===== src/rtl/brew_pkg.sv =====
// Shared definitions for the brew sequencer: state encoding, drink codes
// and the default phase durations in divider ticks.
package brew_pkg;

    typedef enum logic [2:0] {
        ST_IDLE    = 3'd0,
        ST_CHECK   = 3'd1,
        ST_PRESS   = 3'd2,
        ST_HEAT    = 3'd3,
        ST_DELIVER = 3'd4,
        ST_DONE    = 3'd5,
        ST_FAULT   = 3'd6
    } state_t;

    typedef enum logic [1:0] {
        DRINK_ESPRESSO = 2'd0,
        DRINK_LONG     = 2'd1,
        DRINK_MILK     = 2'd2,
        DRINK_DOUBLE   = 2'd3
    } drink_t;

    localparam int DEF_CNT_W   = 4;
    localparam int DEF_PRESS_T = 3;
    localparam int DEF_HEAT_T0 = 2;
    localparam int DEF_HEAT_T1 = 3;
    localparam int DEF_HEAT_T2 = 4;
    localparam int DEF_HEAT_T3 = 5;
    localparam int DEF_DELIV_T = 4;

endpackage


===== src/rtl/brew_sequencer_phase_timer.sv =====
// Down-counter measuring one brew phase in ticks; a zero load becomes 1 so
// that no phase can be skipped.
module phase_timer #(
    parameter int CNT_W = 4
) (
    input  logic             clk,
    input  logic             rst,
    input  logic             run,
    input  logic             load,
    input  logic [CNT_W-1:0] load_val,
    input  logic             tick,
    output logic             expire
);

    localparam logic [CNT_W-1:0] ONE = {{(CNT_W-1){1'b0}}, 1'b1};

    logic [CNT_W-1:0] count_q;
    logic [CNT_W-1:0] count_d;

    always_comb begin
        count_d = count_q;
        if (load) begin
            count_d = (load_val == '0) ? ONE : load_val;
        end else if (run && tick && (count_q != '0)) begin
            count_d = count_q - ONE;
        end
    end

    always_ff @(posedge clk) begin
        if (rst) begin
            count_q <= '0;
        end else begin
            count_q <= count_d;
        end
    end

    assign expire = run & tick & (count_q == ONE);

endmodule


===== src/rtl/brew_sequencer.sv =====
// Sequences one drink order: sensor check, pressurize, heat, deliver, done,
// with abort-to-FAULT and a refund pulse on sensor loss.
module brew_sequencer
    import brew_pkg::*;
#(
    parameter int CNT_W   = DEF_CNT_W,
    parameter int PRESS_T = DEF_PRESS_T,
    parameter int HEAT_T0 = DEF_HEAT_T0,
    parameter int HEAT_T1 = DEF_HEAT_T1,
    parameter int HEAT_T2 = DEF_HEAT_T2,
    parameter int HEAT_T3 = DEF_HEAT_T3,
    parameter int DELIV_T = DEF_DELIV_T
) (
    input  logic       clk,
    input  logic       rst,
    input  logic       tick,
    input  logic       start,
    input  logic [1:0] drink,
    input  logic       water_ok,
    input  logic       grain_ok,
    input  logic       cup_ok,
    input  logic       fault_clr,
    output logic       busy,
    output logic       press_on,
    output logic       heat_on,
    output logic       deliver_on,
    output logic       done,
    output logic       refund,
    output logic       fault,
    output logic [2:0] state
);

    localparam logic [CNT_W-1:0] PRESS_L = PRESS_T[CNT_W-1:0];
    localparam logic [CNT_W-1:0] HEAT_L0 = HEAT_T0[CNT_W-1:0];
    localparam logic [CNT_W-1:0] HEAT_L1 = HEAT_T1[CNT_W-1:0];
    localparam logic [CNT_W-1:0] HEAT_L2 = HEAT_T2[CNT_W-1:0];
    localparam logic [CNT_W-1:0] HEAT_L3 = HEAT_T3[CNT_W-1:0];
    localparam logic [CNT_W-1:0] DELIV_L = DELIV_T[CNT_W-1:0];

    state_t           state_q, state_d;
    logic [1:0]       drink_q, drink_d;
    logic             busy_q, busy_d;
    logic             press_on_q, press_on_d;
    logic             heat_on_q, heat_on_d;
    logic             deliver_on_q, deliver_on_d;
    logic             done_q, done_d;
    logic             refund_q, refund_d;
    logic             fault_q, fault_d;

    logic             sens_ok;
    logic             run;
    logic             load;
    logic [CNT_W-1:0] load_val;
    logic [CNT_W-1:0] heat_val;
    logic             expire;

    assign sens_ok = water_ok & grain_ok & cup_ok;
    assign run = (state_q == ST_PRESS) || (state_q == ST_HEAT) || (state_q == ST_DELIVER);

    always_comb begin
        heat_val = HEAT_L0;
        case (drink_q)
            DRINK_ESPRESSO: heat_val = HEAT_L0;
            DRINK_LONG:     heat_val = HEAT_L1;
            DRINK_MILK:     heat_val = HEAT_L2;
            DRINK_DOUBLE:   heat_val = HEAT_L3;
            default:        heat_val = HEAT_L0;
        endcase
    end

    phase_timer #(.CNT_W(CNT_W)) u_timer (
        .clk      (clk),
        .rst      (rst),
        .run      (run),
        .load     (load),
        .load_val (load_val),
        .tick     (tick),
        .expire   (expire)
    );

    // Sensor loss is tested ahead of timer expiry so an abort always wins.
    always_comb begin
        state_d  = state_q;
        drink_d  = drink_q;
        load     = 1'b0;
        load_val = '0;
        case (state_q)
            ST_IDLE: begin
                if (start) begin
                    state_d = ST_CHECK;
                    drink_d = drink;
                end
            end
            ST_CHECK: begin
                if (sens_ok) begin
                    state_d  = ST_PRESS;
                    load     = 1'b1;
                    load_val = PRESS_L;
                end else begin
                    state_d = ST_FAULT;
                end
            end
            ST_PRESS: begin
                if (!sens_ok) begin
                    state_d = ST_FAULT;
                end else if (expire) begin
                    state_d  = ST_HEAT;
                    load     = 1'b1;
                    load_val = heat_val;
                end
            end
            ST_HEAT: begin
                if (!sens_ok) begin
                    state_d = ST_FAULT;
                end else if (expire) begin
                    state_d  = ST_DELIVER;
                    load     = 1'b1;
                    load_val = DELIV_L;
                end
            end
            ST_DELIVER: begin
                if (!cup_ok) begin
                    state_d = ST_FAULT;
                end else if (expire) begin
                    state_d = ST_DONE;
                end
            end
            ST_DONE: state_d = ST_IDLE;
            ST_FAULT: begin
                if (fault_clr && sens_ok) begin
                    state_d = ST_IDLE;
                end
            end
            default: state_d = ST_IDLE;
        endcase
    end

    // Outputs decode the next state so they line up exactly with state_q.
    always_comb begin
        busy_d       = (state_d != ST_IDLE);
        press_on_d   = (state_d == ST_PRESS);
        heat_on_d    = (state_d == ST_HEAT);
        deliver_on_d = (state_d == ST_DELIVER);
        done_d       = (state_d == ST_DONE);
        fault_d      = (state_d == ST_FAULT);
        refund_d     = (state_d == ST_FAULT) && (state_q != ST_FAULT);
    end

    always_ff @(posedge clk) begin
        if (rst) begin
            state_q      <= ST_IDLE;
            drink_q      <= '0;
            busy_q       <= 1'b0;
            press_on_q   <= 1'b0;
            heat_on_q    <= 1'b0;
            deliver_on_q <= 1'b0;
            done_q       <= 1'b0;
            refund_q     <= 1'b0;
            fault_q      <= 1'b0;
        end else begin
            state_q      <= state_d;
            drink_q      <= drink_d;
            busy_q       <= busy_d;
            press_on_q   <= press_on_d;
            heat_on_q    <= heat_on_d;
            deliver_on_q <= deliver_on_d;
            done_q       <= done_d;
            refund_q     <= refund_d;
            fault_q      <= fault_d;
        end
    end

    assign busy       = busy_q;
    assign press_on   = press_on_q;
    assign heat_on    = heat_on_q;
    assign deliver_on = deliver_on_q;
    assign done       = done_q;
    assign refund     = refund_q;
    assign fault      = fault_q;
    assign state      = state_q;

endmodule


===== config.mk =====
export PLATFORM = sky130hd
export DESIGN_NAME = brew_sequencer
export DESIGN_NICKNAME = d
export VERILOG_FILES = /design/src/rtl/brew_pkg.sv /design/src/rtl/brew_sequencer_phase_timer.sv /design/src/rtl/brew_sequencer.sv
export SDC_FILE = /design/constraint.sdc
export NUM_CORES = 1
export LEC_CHECK = 0
export ABC_CLOCK_PERIOD_IN_PS = 1670
export BUFFER_PORTS_ARGS = -buffer_cell sky130_fd_sc_hd__buf_2
export CAP_MARGIN = 10
export CELL_PAD_IN_SITES_DETAIL_PLACEMENT = 1
export CELL_PAD_IN_SITES_GLOBAL_PLACEMENT = 1
export CORE_MARGIN = 3
export CORE_UTILIZATION = 36
export CTS_CLUSTER_SIZE = 10
export DETAILED_ROUTE_END_ITERATION = 12
export PLACE_DENSITY = 0.73
export SYNTH_ARGS = -nofsm -noshare
export SYNTH_HDL_FRONTEND = slang
export SYNTH_SLANG_ARGS = --single-unit

===== constraint.sdc =====
create_clock -name clk -period 1.67 [get_ports clk]
set_input_delay 0.167 -clock clk [delete_from_list [all_inputs] [get_ports clk]]
set_output_delay 0.167 -clock clk [all_outputs]
set_load 0.02 [all_outputs]

; Word level (Yosys, flattened, before mapping)
; Index checks and enable logic that the tools add are counted.
[word_totals]
register_bits = 16
latch_bits = 0
ramBits = 0
romBits = 0
inputBits = 10
output_inout_bits = 10
wordCells = 68
memories = 0
[op_classes]
n_addsub = 1
n_mul = 0
n_div = 0
order_cmp = 0
eq_ne = 15
shifts = 0
mux = 24
n_bitwise = 4
reduce_logical = 14
[ops]
columns = cell, count
row1 = $mux 3, 11
row2 = $mux 4, 5
row3 = $pmux 3 s6, 1
row4 = $pmux 4 s4, 1
row5 = $eq 3x3->1 const B, 5
row6 = $eq 3x2->1 const B, 4
row7 = $pmux 4 s3, 1
row8 = $and 1x1->1, 4
row9 = $eq 2x2->1 const B, 2
row10 = $eq 4x1->1 const B, 1
row11 = $logic_and 1x1->1, 4
row12 = $logic_not 4->1, 1
row13 = $reduce_bool 4->1, 1
row14 = $sub 4x1->4 const B, 1
row15 = $eq 3x1->1 const B, 1
row16 = $logic_not 3->1, 1
row17 = $mux 1, 3
row18 = $ne 3x3->1 const B, 1
row19 = $reduce_bool 3->1, 1
row20 = $eq 2x1->1 const B, 1
row21 = $logic_not 2->1, 1
row22 = $logic_or 1x1->1, 2
row23 = $mux 2, 1
row24 = $pmux 1 s2, 1
row25 = other kinds (3), 3

; Logic depth before layout (Yosys ltp)
; Gate-level depths: netlist of the first run.
[depth]
depth_word = 11
mapped_depth = 6

; Modules after synthesis
; Synthesis of the first run repeated with hierarchy kept, for this count alone.
[hier_totals]
cells_unflattened = 105
hier_area_um2 = 873.3
[modules_own_cells]
columns = module, instances, cells_each, area_each_um2, seq_area_each_um2
row1 = brew_sequencer, 1, 71, 589.3, 240.2
row2 = phase_timer, 1, 34, 284.0, 80.1

; Least setup slack after synthesis of the first run
; OpenSTA, ideal clock, no wires.
[synth_path]
path_type = register -> register
startpoint = register u_timer.count_q[1]
endpoint = register u_timer.count_q[1]
setup_ns = 0.133
t_arrival_ns = 1.575
setup_slack_ns = -0.039
stages_incl_launch_ff = 7
path_buffers = 0
synth_period_minus_slack_ns = 1.709
cell_sequence = dfxtp_1 > inv_1 > ha_1 > or3b_4 > or4_1 > a21oi_1 > a311oi_1
[synth_between]
elab_chain_cells = 8
[synth_lines]
columns = item, line_no
row1 = start: declaration, brew_sequencer_phase_timer.sv:17  ; logic [CNT_W-1:0] count_q;
row2 = start signal: assignment, brew_sequencer_phase_timer.sv:33  ; count_q <= count_d;
row3 = $eq 4x1->1, brew_sequencer_phase_timer.sv:37  ; assign expire = run & tick & (count_q == ONE);
row4 = $and 1x1->1, brew_sequencer_phase_timer.sv:37
row5 = $mux 4 / $mux 3 (equally long branches), "brew_sequencer.sv:106, brew_sequencer.sv:115"
row6 = $mux 4 / $mux 3 (equally long branches), "brew_sequencer.sv:104, brew_sequencer.sv:113"
row7 = $pmux 4 s3, brew_sequencer.sv:87  ; case (state_q)
row8 = $logic_not 4->1, brew_sequencer_phase_timer.sv:23  ; count_d = (load_val == '0) ? ONE : load_val;
row9 = $mux 4, brew_sequencer_phase_timer.sv:23
row10 = $mux 4, brew_sequencer_phase_timer.sv:22  ; if (load) begin
; Parallel ways exist; a longest one is shown, timed or not. The select of a mux whose other input is x is not followed.
; A chain may end at the register's enable or synchronous reset.

; Final worst setup path of the first run
; Ends and elaborated chain as after synthesis.

==> flow_summary.ini, run 1 <==
[logic_synthesis]
ys_seq_area_frac = 0.3488
ys_ff_latch = 16
ys.warnings.count = 0
synth_area_leaders = dfxtp_1, mux2i_1, nor2_1, o311ai_4, a311oi_1
synthFlopType = dfxtp_1
yosys.area.top_type = dfxtp_1
synth_top_area_share = 0.3488
synth_cells = 95
synth_nets = 107
syn-cell-area_um2 = 918.4
synth_common_cells = dfxtp_1, nor2_1, inv_1
synth_edf_count = 0
ys_types = 46
avgSynthCellArea_um2 = 9.667
async_reset_ff_frac = 0
synth.most_common_cell = dfxtp_1

[floorplanning]
die_area_um2 = 3193
io_pins = 20
die_height_um = 56.51
core_um2 = 2318
initial_core_util = 0.3961
rows = 17
die_width_um = 56.51

[critical_path]
start_kind = register
path_class = register to register
r2r_cells = 6
r2r_slack_ps = 20
critPathRequiredTime_ps = 1830
r2r-end = u_timer.count_q[1]
rr_startpoint = u_timer.count_q[1]
arrival_ps = 1820
crit_fanout = 3
cp-end-kind = register

[sta]
rsz0062_at_grt = yes
fin_hold_ws_ps = 115.4
post-route-period-util = 0.9902
worst_slack_ps = 16.36
slew_headroom = 0.7073
fmax_mhz = 604.7
hold_viol = 0
worst_slew_pin_slew_ps = 437.8
clock_skew_ps = 2.693
period_needed_ps = 1654
drv_slew = 0
setup_viol = 0

[worst_hold_path]
min_delay_path_depth = 3
worstHoldEndpoint = drink_q[0]
min_path_type = input pin to register
hold_start = drink[0]

[power]
intPower_uw = 997.9
swShare = 0.4088
p_per_area_nw_per_um2 = 1341
clkPwrFrac = 0.148
ir_drop_v = 0.001046
power.switching_uw = 690.0
seq_power_share = 0.324
p_leak_uw = 0.0005157
comb_power_share = 0.528

[global_route]
grt_pass1_vias = 940
grt_pass1_wl_um = 4381
grt_max_degree = 16
grt_use_total = 0.1732
grt_overflow_total = 0
antenna_found_initial = 0

[cells_and_area]
num-fill-cells = 263
fin_nets = 140
fin_cells = 155
drive_gt1_frac = 0.5433
antenna_cells = 0
area_growth_pct = 37.06

[drt]
vias_per_cell = 5.652
drtIter0Drc = 14
final_antenna_net_count = 0
dr.pass1.iters = 4
drc_errors = 0
wire_per_inst_um = 17.01
drt-total-wl_um = 2637
vias = 876

[clock_network]
ctsRootBufferMaster = clkbuf_4
clk_pin_slew_ps = 90
clk_latency_ps = 280
clockBufferDepth = 2
ctsHtreeMaxLevel = 1
cts_tree = built
cts_buffers = 3
postCtsHoldBufs = 0
clock_sinks = 16

[placement]
portBuffers = 19
place.gp.congestion = 0.8667
pre_cts_ws_ps = -120.2
placed_cells = 150
dpl.hpwl_um = 2000

[run]
drv_cap = 0

[run_status]
status = finished, final reports clean
==> layer usage <==
| layer | vias up | part of all wire | GRT usage |
|---|---|---|---|
| met5 | - | 0 | 0 |
| met4 | 0 | 0.0046 | 0.05085 |
| met3 | 2 | 0.033 | 0.02989 |
| met2 | 14 | 0.51 | 0.3053 |
| met1 | 434 | 0.45 | 0.2122 |
| li1 | 426 | - | - |
==> how the worst max path moves through the flow <==
stage | cells past startpoint | endpoint | startpoint | slack [ps]
after detailed placement | 5 | u_timer.count_q[1] | u_timer.count_q[0] | -120
after global placement | 5 | u_timer.count_q[1] | u_timer.count_q[0] | -60
after global routing | 6 | press_on | u_timer.count_q[1] | -80
final | 6 | u_timer.count_q[1] | u_timer.count_q[1] | 20
after CTS | 6 | u_timer.count_q[3] | u_timer.count_q[1] | 3
after floorplan | 6 | u_timer.count_q[1] | u_timer.count_q[1] | -9
==> power groups by stage <==
stage                     Combinational [uW]  Clock, uW  Sequential [uW]
after detailed placement                 820          0              551
after global routing                     971        286              559
after floorplan                          484          0              596
after global placement                   784          0              541
final                                    890        250              547
after CTS                                843        260              545
==> registers in the layout, summed over array words and instances (netlist names) <==
register,cells
refund,1
heat_on,1
done,1
u_timer.count_q,4
press_on,1
deliver_on,1
busy,1
fault,1
state,3
drink_q,2
==> critical path, stage by stage (launching register included) <==
cell and delay (ps):
dfxtp_2 320, inv_2 70, ha_4 130, or3b_4 400, or4_4 430, a21oi_2 140
a311oi_1 50
==> timing repair <==
action / 4_1_cts / 5_1_grt
gates resized for setup: 11 / 10
pin swaps: 7 / 6
setup buffers: 1 / 0
endpoints found under the setup margin: 10 / 11
==> stage by stage <==
stage / cell area (um2) / setup TNS (ps) / total power, uW / util
after CTS: 1200 / 0 / 1648 / 0.5175
after global placement: 1111 / -62.66 / 1325 / 0.4792
after detailed placement: 1111 / -762.7 / 1371 / 0.4792
after floorplan: 919.6 / -9.424 / 1080 / -
final: 1259 / 0 / 1688 / 0.5429
after global routing: 1259 / -560.5 / 1815 / 0.5429
==> kinds of logic (layout without fill, tap and decap cells) <==
kind of cell	Yosys count	after routing	synth area share
flops	16	16	0.3488
mux	3	3	0.03270
buf+inv	11	43	0.06401
compound gates	26	26	0.2398
xor+xnor	1	1	0.009539
simple gates	36	36	0.2780
fa+ha+maj	2	2	0.02724
==> area by class of cell <==
class / count / area (um2) / area share
Clock buffer: 4 / 36.28 / 0.02883
Inverter: 6 / 22.52 / 0.01789
Multi-Input combinational cell: 68 / 638.1 / 0.5070
Tap cell: 28 / 35.03 / 0.02783
Sequential cell: 16 / 326.6 / 0.2594
Timing Repair Buffer: 33 / 200.2 / 0.1590
==> layout by cell type, fill, tap and decap left out, drive strengths merged, types with 2 or more instances in the layout <==
master | synthesis | final
nor4b | 2 | 2
clkbuf | 2 | 4
dfxtp | 16 | 16
a21oi | 4 | 4
or3b | 2 | 2
nor3b | 3 | 3
nand2 | 2 | 2
buf | 3 | 33
o21ai | 5 | 5
nor3 | 4 | 4
inv | 6 | 6
o311ai | 2 | 2
a221oi | 2 | 2
nand3 | 4 | 4
a311oi | 3 | 3
mux2i | 3 | 3
nand2b | 2 | 2
nor2 | 8 | 8
or4 | 2 | 2
and4bb | 2 | 2
a31oi | 2 | 2
ha | 2 | 2
Note: power is estimated with default switching activity, not from simulation.
==> run 2: changes to the inputs <==
--- a/config.mk
+++ b/config.mk
@@ -14,7 +14,7 @@
 export CORE_UTILIZATION = 36
 export CTS_CLUSTER_SIZE = 10
 export DETAILED_ROUTE_END_ITERATION = 12
-export PLACE_DENSITY = 0.73
+export PLACE_DENSITY_LB_ADDON = 0.05
 export SYNTH_ARGS = -nofsm -noshare
 export SYNTH_HDL_FRONTEND = slang
 export SYNTH_SLANG_ARGS = --single-unit
==> run 2 against run 1 <==
Against the previous run:
- clock-buffer cell count unchanged
- die area unchanged
- critical endpoint unchanged
- sequential share of layout area decreased by 0.38 points
- the run now ends with negative setup slack left
- largest cell class unchanged
- total power increased by 3.5%
- clock skew increased by 2.2 ps
==> flow_summary.ini, run 2 (synthesis gave the netlist of run 1 again) <==
[run_status]
status = finished with violations
violations = negative setup slack

[drt]
drt-total-wl_um = 2597
drtIter0Drc = 26
final_antenna_net_count = 0
drc_errors = 0
vias_per_cell = 5.475
dr.pass1.iters = 4
vias = 876
wire_per_inst_um = 16.23

[clock_network]
cts_tree = built
ctsHtreeMaxLevel = 1
clock_sinks = 16
clk_latency_ps = 280
clockBufferDepth = 2
postCtsHoldBufs = 0
ctsRootBufferMaster = clkbuf_4
cts_buffers = 3
clk_pin_slew_ps = 90

[critical_path]
cp-end-kind = register
start_kind = register
arrival_ps = 1840
crit_fanout = 3
path_class = register to register
critPathRequiredTime_ps = 1830

[cells_and_area]
final_common_cell = buf_2
largest_register_ffs = 4
largest_register = u_timer.count_q
most-common-layout-cells = buf_2, buf_4, dfxtp_1, nor2_1, inv_1
post-route-util = 0.5510
fin_nets = 145
area_growth_pct = 39.10
seq_area_um2 = 326.6
fin_cells = 160
num-fill-cells = 279
multi_input_area_um2 = 615.6
antenna_cells = 0
drive_gt1_frac = 0.5379

[floorplanning]
die_area_um2 = 3193
core_um2 = 2318
io_pins = 20
rows = 17
initial_core_util = 0.3961
die_width_um = 56.51
die_height_um = 56.51

[sta]
clock_skew_ps = 4.899
fin_hold_ws_ps = 116.0
tns_ps = -12.89
setup_viol = 1
post-route-period-util = 1.008
rsz0062_at_grt = yes
worst_slack_ps = -12.89
slew_headroom = 0.7318
fmax_mhz = 594.2
period_needed_ps = 1683
hold_viol = 0
drv_slew = 0
worst_slew_pin_slew_ps = 401.2

[global_route]
grt_pass1_vias = 926
grt_max_degree = 16
grt_pass1_wl_um = 4374
antenna_found_initial = 0
grt_use_total = 0.1705
grt_overflow_total = 0

[placement]
pre_cts_ws_ps = -131.3
portBuffers = 19
placed_cells = 154
place.gp.congestion = 0.8128
dpl.hpwl_um = 2066

[power]
p_leak_uw = 0.0005379
ir_drop_v = 0.001049
p_per_area_nw_per_um2 = 1367

[run]
drv_cap = 0

[worst_hold_path]
min_path_type = input pin to register
-- run 2: cell count changes in the layout (fill, tap and decap cells not counted), sizes merged --
cell and delta:
buf +5
-- run 2: through the flow --
| stage | power [uW] | area [um2] |
|---|---|---|
| 5_1_grt | 1860 | 1277 |
| 6_report | 1747 | 1277 |
| 3_3_place_gp | 1391 | 1141 |
| 4_1_cts | 1678 | 1202 |
| 2_1_floorplan | 1080 | 919.6 |
| 3_5_place_dp | 1417 | 1141 |
-- run 2: final cells by class --
class / instances / share of cell area
Multi-Input combinational cell: 68 / 0.4819
Sequential cell: 16 / 0.2556
Timing Repair Buffer: 38 / 0.1890
Clock buffer: 4 / 0.02840
Tap cell: 28 / 0.02742
Inverter: 6 / 0.01763
-- run 2: report_power, final --
part           switching [uW]  internal [uW]  total, uW
Clock                     119            133        252
Combinational             501            460        960
Sequential               69.8            465        535
Total                     690           1060       1750
-- run 2: routing by layer --
metal  GRT usage  vias up  share of wire
li1            -      438              -
met5           0        -              0
met3     0.01379        2          0.019
met4     0.05424        0         0.0058
met2      0.2838       12           0.49
met1      0.2309      424           0.48
-- run 2: path summary, 6_finish.rpt --
kind / from / endpoint / slack, ps / cells past startpoint
min: drink[0] / drink_q[0] / 120 / 3
max reg2reg: u_timer.count_q[1] / u_timer.count_q[1] / -10 / 6
min reg2reg: drink_q[1] / drink_q[1] / 530 / 2
max: u_timer.count_q[1] / u_timer.count_q[1] / -10 / 6
-- run 2: timing repair --
item                       CTS  global route
pin swaps                    4             6
gates cloned                 0             0
resized for setup            6            13
setup endpoints to repair   11            12
buffers inserted             0             2
-- run 2: critical path: stages (launching register included) --
cell and delay [ps]:
dfxtp_1 320, inv_2 70, ha_4 130, or3b_4 400, or4_1 420, a21oi_1 170, a311oi_1 70
